--- src/rtl/core_pkg.sv ---
// Shared constants and the grant encoding for the writeback arbiter and its scoreboard.
package core_pkg;
    localparam int XLEN      = 32;
    localparam int REG_SEL_W = 5;
    localparam int NUM_REGS  = 32;

    typedef enum logic [1:0] {
        GNT_NONE = 2'd0,
        GNT_ALU  = 2'd1,
        GNT_LSU  = 2'd2,
        GNT_DBG  = 2'd3
    } gnt_e;
endpackage

--- src/rtl/wb_scoreboard.sv ---
// Register busy tracking: issue sets a bit, a landing writeback clears it, set wins a collision.
module wb_scoreboard
    import core_pkg::*;
(
    input  logic                 clk,
    input  logic                 rst,
    input  logic                 set_en,
    input  logic [REG_SEL_W-1:0] set_sel,
    input  logic                 clr_en,
    input  logic [REG_SEL_W-1:0] clr_sel,
    input  logic [REG_SEL_W-1:0] q_rs1,
    input  logic [REG_SEL_W-1:0] q_rs2,
    input  logic [REG_SEL_W-1:0] q_rd,
    output logic [NUM_REGS-1:0]  busy,
    output logic                 stall
);

    logic [NUM_REGS-1:0] busy_q;
    logic [NUM_REGS-1:0] busy_d;

    always_comb begin
        busy_d = busy_q;
        if (clr_en)
            busy_d[clr_sel] = 1'b0;
        if (set_en)
            busy_d[set_sel] = 1'b1;
        // x0 is hardwired, so it can never be outstanding
        busy_d[0] = 1'b0;
    end

    always_ff @(posedge clk) begin
        if (rst)
            busy_q <= '0;
        else
            busy_q <= busy_d;
    end

    assign busy  = busy_q;
    assign stall = busy_q[q_rs1] | busy_q[q_rs2] | busy_q[q_rd];

endmodule

--- src/rtl/wb_arbiter.sv ---
// Register-file writeback arbiter: debug > ALU/LSU round-robin on ties, one registered write per cycle.
module wb_arbiter #(
    parameter int XLEN = 32
) (
    input  logic            clk,
    input  logic            rst,
    input  logic            alu_valid,
    output logic            alu_ready,
    input  logic [4:0]      alu_rd,
    input  logic [XLEN-1:0] alu_data,
    input  logic            lsu_valid,
    output logic            lsu_ready,
    input  logic [4:0]      lsu_rd,
    input  logic [XLEN-1:0] lsu_data,
    input  logic            dbg_wvalid,
    output logic            dbg_wready,
    input  logic [4:0]      dbg_wsel,
    input  logic [XLEN-1:0] dbg_wdata,
    output logic            rf_w_en,
    output logic [4:0]      rf_w_sel,
    output logic [XLEN-1:0] rf_w_data,
    input  logic            iss_en,
    input  logic [4:0]      iss_rd,
    input  logic [4:0]      q_rs1,
    input  logic [4:0]      q_rs2,
    input  logic [4:0]      q_rd,
    output logic            iss_stall,
    output logic [31:0]     sb_busy
);
    import core_pkg::*;

    gnt_e                 gnt;
    gnt_e                 last_grant_q, last_grant_d;
    logic [REG_SEL_W-1:0] wb_sel;
    logic [XLEN-1:0]      wb_data;
    logic                 rf_w_en_q, rf_w_en_d;
    logic [REG_SEL_W-1:0] rf_w_sel_q, rf_w_sel_d;
    logic [XLEN-1:0]      rf_w_data_q, rf_w_data_d;
    logic [NUM_REGS-1:0]  busy;

    // Debug only writes into a quiet machine so it never races an in-flight result.
    always_comb begin
        gnt = GNT_NONE;
        if (!rst) begin
            if (dbg_wvalid && (busy == '0))
                gnt = GNT_DBG;
            else if (alu_valid && lsu_valid)
                gnt = (last_grant_q == GNT_ALU) ? GNT_LSU : GNT_ALU;
            else if (alu_valid)
                gnt = GNT_ALU;
            else if (lsu_valid)
                gnt = GNT_LSU;
        end
    end

    assign dbg_wready = (gnt == GNT_DBG);
    assign alu_ready  = (gnt == GNT_ALU);
    assign lsu_ready  = (gnt == GNT_LSU);

    always_comb begin
        last_grant_d = last_grant_q;
        if (alu_valid && lsu_valid && (gnt == GNT_ALU || gnt == GNT_LSU))
            last_grant_d = gnt;

        case (gnt)
            GNT_DBG: begin wb_sel = dbg_wsel; wb_data = dbg_wdata; end
            GNT_LSU: begin wb_sel = lsu_rd;   wb_data = lsu_data;  end
            default: begin wb_sel = alu_rd;   wb_data = alu_data;  end
        endcase

        rf_w_en_d   = 1'b0;
        rf_w_sel_d  = rf_w_sel_q;
        rf_w_data_d = rf_w_data_q;
        if (gnt != GNT_NONE) begin
            rf_w_en_d   = (wb_sel != '0);
            rf_w_sel_d  = wb_sel;
            rf_w_data_d = wb_data;
        end
    end

    always_ff @(posedge clk) begin
        if (rst) begin
            rf_w_en_q    <= 1'b0;
            rf_w_sel_q   <= '0;
            rf_w_data_q  <= '0;
            last_grant_q <= GNT_LSU;
        end else begin
            rf_w_en_q    <= rf_w_en_d;
            rf_w_sel_q   <= rf_w_sel_d;
            rf_w_data_q  <= rf_w_data_d;
            last_grant_q <= last_grant_d;
        end
    end

    assign rf_w_en   = rf_w_en_q;
    assign rf_w_sel  = rf_w_sel_q;
    assign rf_w_data = rf_w_data_q;

    // Clear keys off the registered write so busy drops as the RF value becomes readable.
    wb_scoreboard u_sb (
        .clk    (clk),
        .rst    (rst),
        .set_en (iss_en && (iss_rd != '0)),
        .set_sel(iss_rd),
        .clr_en (rf_w_en_q),
        .clr_sel(rf_w_sel_q),
        .q_rs1  (q_rs1),
        .q_rs2  (q_rs2),
        .q_rd   (q_rd),
        .busy   (busy),
        .stall  (iss_stall)
    );

    assign sb_busy = busy;

endmodule

--- config.mk ---
export PLATFORM = sky130hd
export DESIGN_NAME = wb_arbiter
export DESIGN_NICKNAME = d
export VERILOG_FILES = /design/src/rtl/core_pkg.sv /design/src/rtl/wb_scoreboard.sv /design/src/rtl/wb_arbiter.sv
export SDC_FILE = /design/constraint.sdc
export NUM_CORES = 1
export LEC_CHECK = 0
export ABC_AREA = 1
export CORE_MARGIN = 2
export CORE_UTILIZATION = 41
export CTS_CLUSTER_DIAMETER = 120
export DETAILED_ROUTE_END_ITERATION = 12
export GPL_TIMING_DRIVEN = 0
export HOLD_SLACK_MARGIN = 0.15
export PLACE_DENSITY = 0.92
export SLEW_MARGIN = 5
export SYNTH_ARGS = -nofsm -noshare
export SYNTH_HDL_FRONTEND = slang
export SYNTH_SLANG_ARGS = --single-unit
--- constraint.sdc ---
create_clock -name clk -period 2.83 [get_ports clk]
set_clock_uncertainty 0.15 [all_clocks]
set_input_delay 0.566 -clock clk [delete_from_list [all_inputs] [get_ports clk]]
set_output_delay 0.566 -clock clk [all_outputs]
set_load 0.03 [all_outputs]
Word level (Yosys, flattened, before mapping):

Index checks and enable logic that the tools add are counted.

* reductions and logical operators: 12
* equal/unequal tests: 4
* order comparisons: 7
* bitwise gates (word level): 6
* multiplexer cells: 20

Operators with widths (number)
* 2-to-1 mux 32 bit: 2
* one-hot mux 32 bit (2 select lines): 1
* bitwise AND 32 bit: 1
* zero test 32 bit: 1
* inverter 32 bit: 1
* OR 32 bit: 1
* less-than comparator 5 x 6 -> 1 bit, second input constant: 5
* binary-select mux 1 bit (select 5 bit): 3
* 2-to-1 mux 2 bit: 6
* demux 1 bit (select 5 bit): 2
* greater-or-equal comparator 5 x 1 -> 1 bit, second input constant: 2
* one-hot mux 5 bit (2 select lines): 1
* nonzero test 5 bit: 2
* logical AND 1 bit: 6
* 2-to-1 mux 1 bit: 5
* == test 2 x 1 -> 1 bit, second input constant: 2
* == test 2 bit, second input constant: 2
* OR 1 bit: 2
* nonzero test 2 bit: 1
* OR reduction 2 bit: 1
* logical OR 1 bit: 1
* inverter 1 bit: 1

* logic and storage cells: 55
* bits in registers: 72
* output and inout port bits: 74
* input port bits: 137

Depth between registers and ports, before layout:

* depth in word-level cells: 9
* depth in mapped cells: 17
* mapped depth without buffers: 16

Hierarchy:

From an unflattened synthesis, not the netlist that was laid out.

* cells, all modules: 704
* area, all modules: 4838.4 um^2

Modules (own cells, without submodules)
* wb_arbiter: cells each 299, instances 1, area each 2426.1 um^2
* wb_scoreboard: cells each 405, instances 1, area each 2412.3 um^2

Worst setup path before layout:

OpenSTA, ideal clock, no wires.

* path type: reg-to-reg
* start: register u_sb.busy_q[30], in the netlist u_sb.busy[30]
* end: register rf_w_en_q, in the netlist rf_w_en
* setup slack: 0.211 ns
* library setup time: 0.117 ns
* arrival time: 2.353 ns
* data required time: 2.563 ns
* period minus slack after synthesis: 2.619 ns
* cell stages (with the launch flop): 15
* path through: dfxtp_1 -> or2_0 -> nor3_1 -> nand2_1 -> nor2_2 -> nor2_1 -> nor2_2 -> inv_1 -> ha_1 -> buf_2 -> a22o_1 -> a21oi_1 -> nand2_1 -> nor3_1 -> nor2_1

* word-level cells in the longest chain between the ends: 7
* elaborated cells between the ends (all ways): 11
* those cells by class: eq/ne: 2; mux: 3; bitwise: 1; reduce/logical: 5

Ends and longest elaborated chain
* start: declaration: RTL line wb_scoreboard.sv:18 `logic [NUM_REGS-1:0] busy_q;`
* start signal: assignment: RTL line wb_scoreboard.sv:35 `busy_q <= busy_d;`
* zero test 32 bit: RTL line wb_arbiter.sv:45 `if (dbg_wvalid && (busy == '0))`
* logical AND 1 bit: RTL line wb_arbiter.sv:45
* 2-to-1 mux 2 bit: RTL line wb_arbiter.sv:45
* 2-to-1 mux 2 bit: RTL line wb_arbiter.sv:44 `if (!rst) begin`
* net gnt[0]: RTL line wb_arbiter.sv:32 `gnt_e gnt;`
* == test 2 bit
* net lsu_ready: RTL line wb_arbiter.sv:12 `output logic lsu_ready,`
* one-hot mux 5 bit (2 select lines): RTL line wb_arbiter.sv:65 `case (gnt)`
* nonzero test 5 bit: RTL line wb_arbiter.sv:75 `rf_w_en_d = (wb_sel != '0);`
* end signal: assignment: RTL line wb_arbiter.sv:88 `rf_w_en_q <= rf_w_en_d;`
* end: declaration: RTL line wb_arbiter.sv:36 `logic rf_w_en_q, rf_w_en_d;`

The timed path passes the listed nets, and every way through them passes these cells.
A chain may end at the register's enable or synchronous reset.

Final worst setup path:

* start: register u_sb.busy_q[31], in the netlist u_sb.busy[31]
* end: output port dbg_wready

* word-level cells in the longest chain between the ends: 5

Ends and longest elaborated chain
* zero test 32 bit: RTL line wb_arbiter.sv:45
* logical AND 1 bit: RTL line wb_arbiter.sv:45
* 2-to-1 mux 2 bit: RTL line wb_arbiter.sv:45
* 2-to-1 mux 2 bit: RTL line wb_arbiter.sv:44
* net gnt[0]: RTL line wb_arbiter.sv:32
* == test 2 bit: RTL line wb_arbiter.sv:56 `assign dbg_wready = (gnt == GNT_DBG);`
* end: declaration: RTL line wb_arbiter.sv:16 `output logic dbg_wready,`

The timed path passes the listed nets, and every way through them passes these cells.

==> impl_metrics.py <==
metrics = {
    "floorplan": {
        "dieArea_sq_mm": 0.0115,
        "rows": 37,
        "coreArea_sq_mm": 0.0104,
        "start_util_pct": 42.2,
        "fp.dieW_microns": 107,
        "ios": 211,
        "die_height_microns": 107,
    },
    "synthesis": {
        "syn_nets": 821,
        "avgSynthCellArea_sq_um": 6.44,
        "synthCells": 680,
        "yosysSeqAreaShare_pct": 32.5,
        "synthSimpleGateAreaFrac_pct": 31.7,
        "ys_ff_latch": 71,
        "syn_area_sq_mm": 0.00438,
        "synth_area_leaders": "dfxtp_1 32%, nand2_1 16%, nand3_1 11%",
        "synth_xor_area_share_pct": 0,
        "synthMuxAreaShare_pct": 0,
        "synth_top_area_share_pct": 32.5,
        "yosys_warnings": 0,
        "synth_top_family_by_area": "simple AND/OR/NAND/NOR gates",
        "netlist.top_cell.by_area": "dfxtp_1",
        "synth-compound-area-share_pct": 23.6,
        "synth-adder-area-share_pct": 1.14,
        "yosys.cell_types.count": 27,
    },
    "pwr": {
        "design_power_total_uw": 2960,
        "p_int_uw": 1920,
        "switching_share_pct": 35.3,
        "pwr-share-comb_pct": 37.2,
        "p_per_area_mw_per_mm2": 431,
        "vdd_drop_max_v": 0.000288,
        "p_switching_uw": 1050,
        "clkPwrFrac_pct": 24.3,
        "power_leakage_uw": 0.00283,
        "p_seq_share_pct": 38.5,
    },
    "placement": {
        "placed_cells": 1018,
        "gp_congestion": 0.982,
        "dp_hpwl_microns": 13500,
        "port-buffer-count": 202,
    },
    "sta": {
        "drv_slew": 0,
        "max_freq_mhz": 361,
        "period_needed_ns": 2.77,
        "setup_violations": 0,
        "tightest_slew_ns": 0.886,
        "final.period_utilization_pct": 97.8,
        "slew-limit-headroom_pct": 40.5,
        "finalHoldViolCount": 0,
    },
    "route": {
        "drc": 0,
        "drtIter0Drc": 638,
        "detail-route-antenna-nets": 0,
        "drt_first_pass_iters": 5,
        "vias_per_cell": 5.65,
        "wl_per_cell_microns": 17.3,
        "routed_wl_microns": 17900,
        "routed-via-count": 5855,
    },
    "layout": {
        "syn2layout_area_growth_pct": 56.9,
        "nNetsFinal": 1038,
        "drive_above_1_share_pct": 9.56,
        "final_cells": 1036,
        "antenna_cells": 0,
    },
    "global_route": {
        "busiest_layer": "met2",
        "met3_usage_pct": 6.42,
        "grt_pass1_vias": 5533,
        "grt-ovfl-total": 0,
        "grt_max_degree": 11,
        "grt.total_usage_pct": 30.2,
        "grt_pass1_wl_microns": 27200,
        "grtUsageMet1_pct": 35.0,
        "antenna_found_initial": 0,
        "grtUsageMet2_pct": 50.7,
    },
    "critical_path": {
        "ff2ff_path_depth": 12,
        "critical_path.startpoint": "u_sb.busy[31]$_SDFF_PP0_",
        "r2r_setup_slack_ns": 0.11,
        "timing.rr.start": "u_sb.busy[31]$_SDFF_PP0_",
        "criticalPathCategory": "reg -> out",
        "startpoint_type": "flop",
        "r2r_end": "rf_w_data[21]$_SDFFE_PP0N_",
        "required_ns": 2.11,
        "cp-end-kind": "output pin",
        "cp_max_fo": 6,
        "arrival_ns": 2.05,
    },
    "clock_network": {
        "cts.clk_slew.worst_paths_ns": 0.07,
        "cts_tree": "built",
        "cts_max_path_buffers": 2,
        "ctsRootBufferMaster": "clkbuf_8",
        "cts_made_buffers": 9,
        "h-tree-depth": 3,
        "cts.sinks": 71,
        "clk_latency_ns": 0.35,
    },
    "hold_path": {
        "min_from": "rst",
        "holdPathEnd": "u_sb.busy[31]$_SDFF_PP0_",
        "min_path_type": "in -> reg",
        "min_path_cells": 2,
    },
    "flow_run": {
        "cap_violations": 0,
    },
    "status": {
        "outcome": "finished, final reports clean",
    },
}
-- Yosys cell counts --
cell type  count
nand2_1      189
a21oi_1       70
a22oi_1        1
nand2_2        2
nor3_1        11
o21ai_0       67
buf_2         21
or2_0          1
nand3b_1       1
buf_6          6
conb_1         1
clkbuf_1      10
buf_4          3
nand3_1       94
dfxtp_1       71
nor2_2         3
a22o_1         2
ha_1           4
inv_2          3
nor2_1        11
a31oi_1        1
o211ai_1       5
inv_1         63
a221oi_1      32
nor3_4         1
nor3_2         2
nand4_1        5
-- per-stage QoR --
stage               worst slack, ns  utilization [%]  hold slack [ns]  instance area, sq um  setup TNS, ns
global placement             -0.541             63.4            0.301                  6570         -12.13
finish                       0.0634             66.3            0.271                  6870              0
CTS                          -0.102             64.9            0.274                  6730         -0.229
floorplan                     0.211                -            0.281                  4380              0
global route                -0.0569             66.3            0.270                  6870         -0.318
detailed placement           -0.555             63.4            0.310                  6570         -14.14
-- worst max-delay path, cell delays in order (launching register included) --
cell,delay (ns)
dfxtp_4,0.38
or2_0,0.22
nor3_2,0.18
nand2_1,0.08
nor2_2,0.15
nor2_2,0.07
nor2_2,0.20
buf_4,0.16
ha_4,0.13
buf_6,0.13
-- routing by layer --
metal | up-vias | wire, microns
li1 | 2756 | -
met1 | 2656 | 6600
met2 | 366 | 8400
met3 | 77 | 1810
met4 | 0 | 1080
met5 | - | 0
-- registers in the layout, indices dropped and copies added, names as in the netlist --
register	count
rf_w_en	1
last_grant_q	2
rf_w_data	32
rf_w_sel	5
u_sb.busy	31
-- power groups by stage --
stage / registers (uW) / clock network [uW] / logic, uW
floorplan: 1310 / 0 / 411
global placement: 1160 / 0 / 1050
detailed placement: 1160 / 0 / 1060
CTS: 1140 / 722 / 1060
global route: 1150 / 767 / 1180
finish: 1140 / 719 / 1100
-- worst max-delay path by stage --
| stage | endpoint | slack (ns) | cells past startpoint |
|---|---|---|---|
| 6_report | dbg_wready | 0.06 | 9 |
| 5_1_grt | dbg_wready | -0.06 | 10 |
| 4_1_cts | lsu_ready | -0.10 | 10 |
| 3_5_place_dp | lsu_ready | -0.55 | 11 |
| 3_3_place_gp | lsu_ready | -0.54 | 11 |
| 2_1_floorplan | rf_w_en$_SDFF_PP0_ | 0.21 | 14 |
-- what timing repair did --
action	CTS	global route
endpoints found under the setup margin	9	42
buffers inserted	0	4
pin swaps	0	8
gates resized for setup	21	40
endpoints found under the hold margin	0	0
hold buffers	0	0
-- kinds of logic after synthesis --
| group | count (synthesis) |
|---|---|
| adders and majority gates | 4 |
| AOI/OAI and AO/OA | 178 |
| buffers and inverters | 106 |
| other | 1 |
| and+or+nand+nor | 320 |
| DFF | 71 |
-- final cells by class --
class	instances	area [sq um]
Sequential cell	71	1430
Clock inverter	1	5.00
Fill cell	903	3500
Multi-Input combinational cell	503	2570
Timing Repair Buffer	206	2050
Buffer	40	239
Inverter	66	250
Clock buffer	13	159
Tap cell	136	170
-- layout by cell type, fill, tap and decap left out, drive strengths merged --
cell type / count
o211ai: 5
a22o: 2
or2: 1
a22oi: 1
ha: 4
nand4: 5
a21oi: 70
conb: 1
o21ai: 67
nor3: 14
clkbuf: 24
nand3: 94
dlygate4sd2: 1
buf: 37
nand3b: 1
inv: 66
dfxtp: 71
clkdlybuf4s50: 196
dlymetal6s2s: 1
a221oi: 32
a31oi: 1
clkinv: 1
nor2: 14
nand2: 191
No activity file was read; power rests on OpenSTA's default activity.
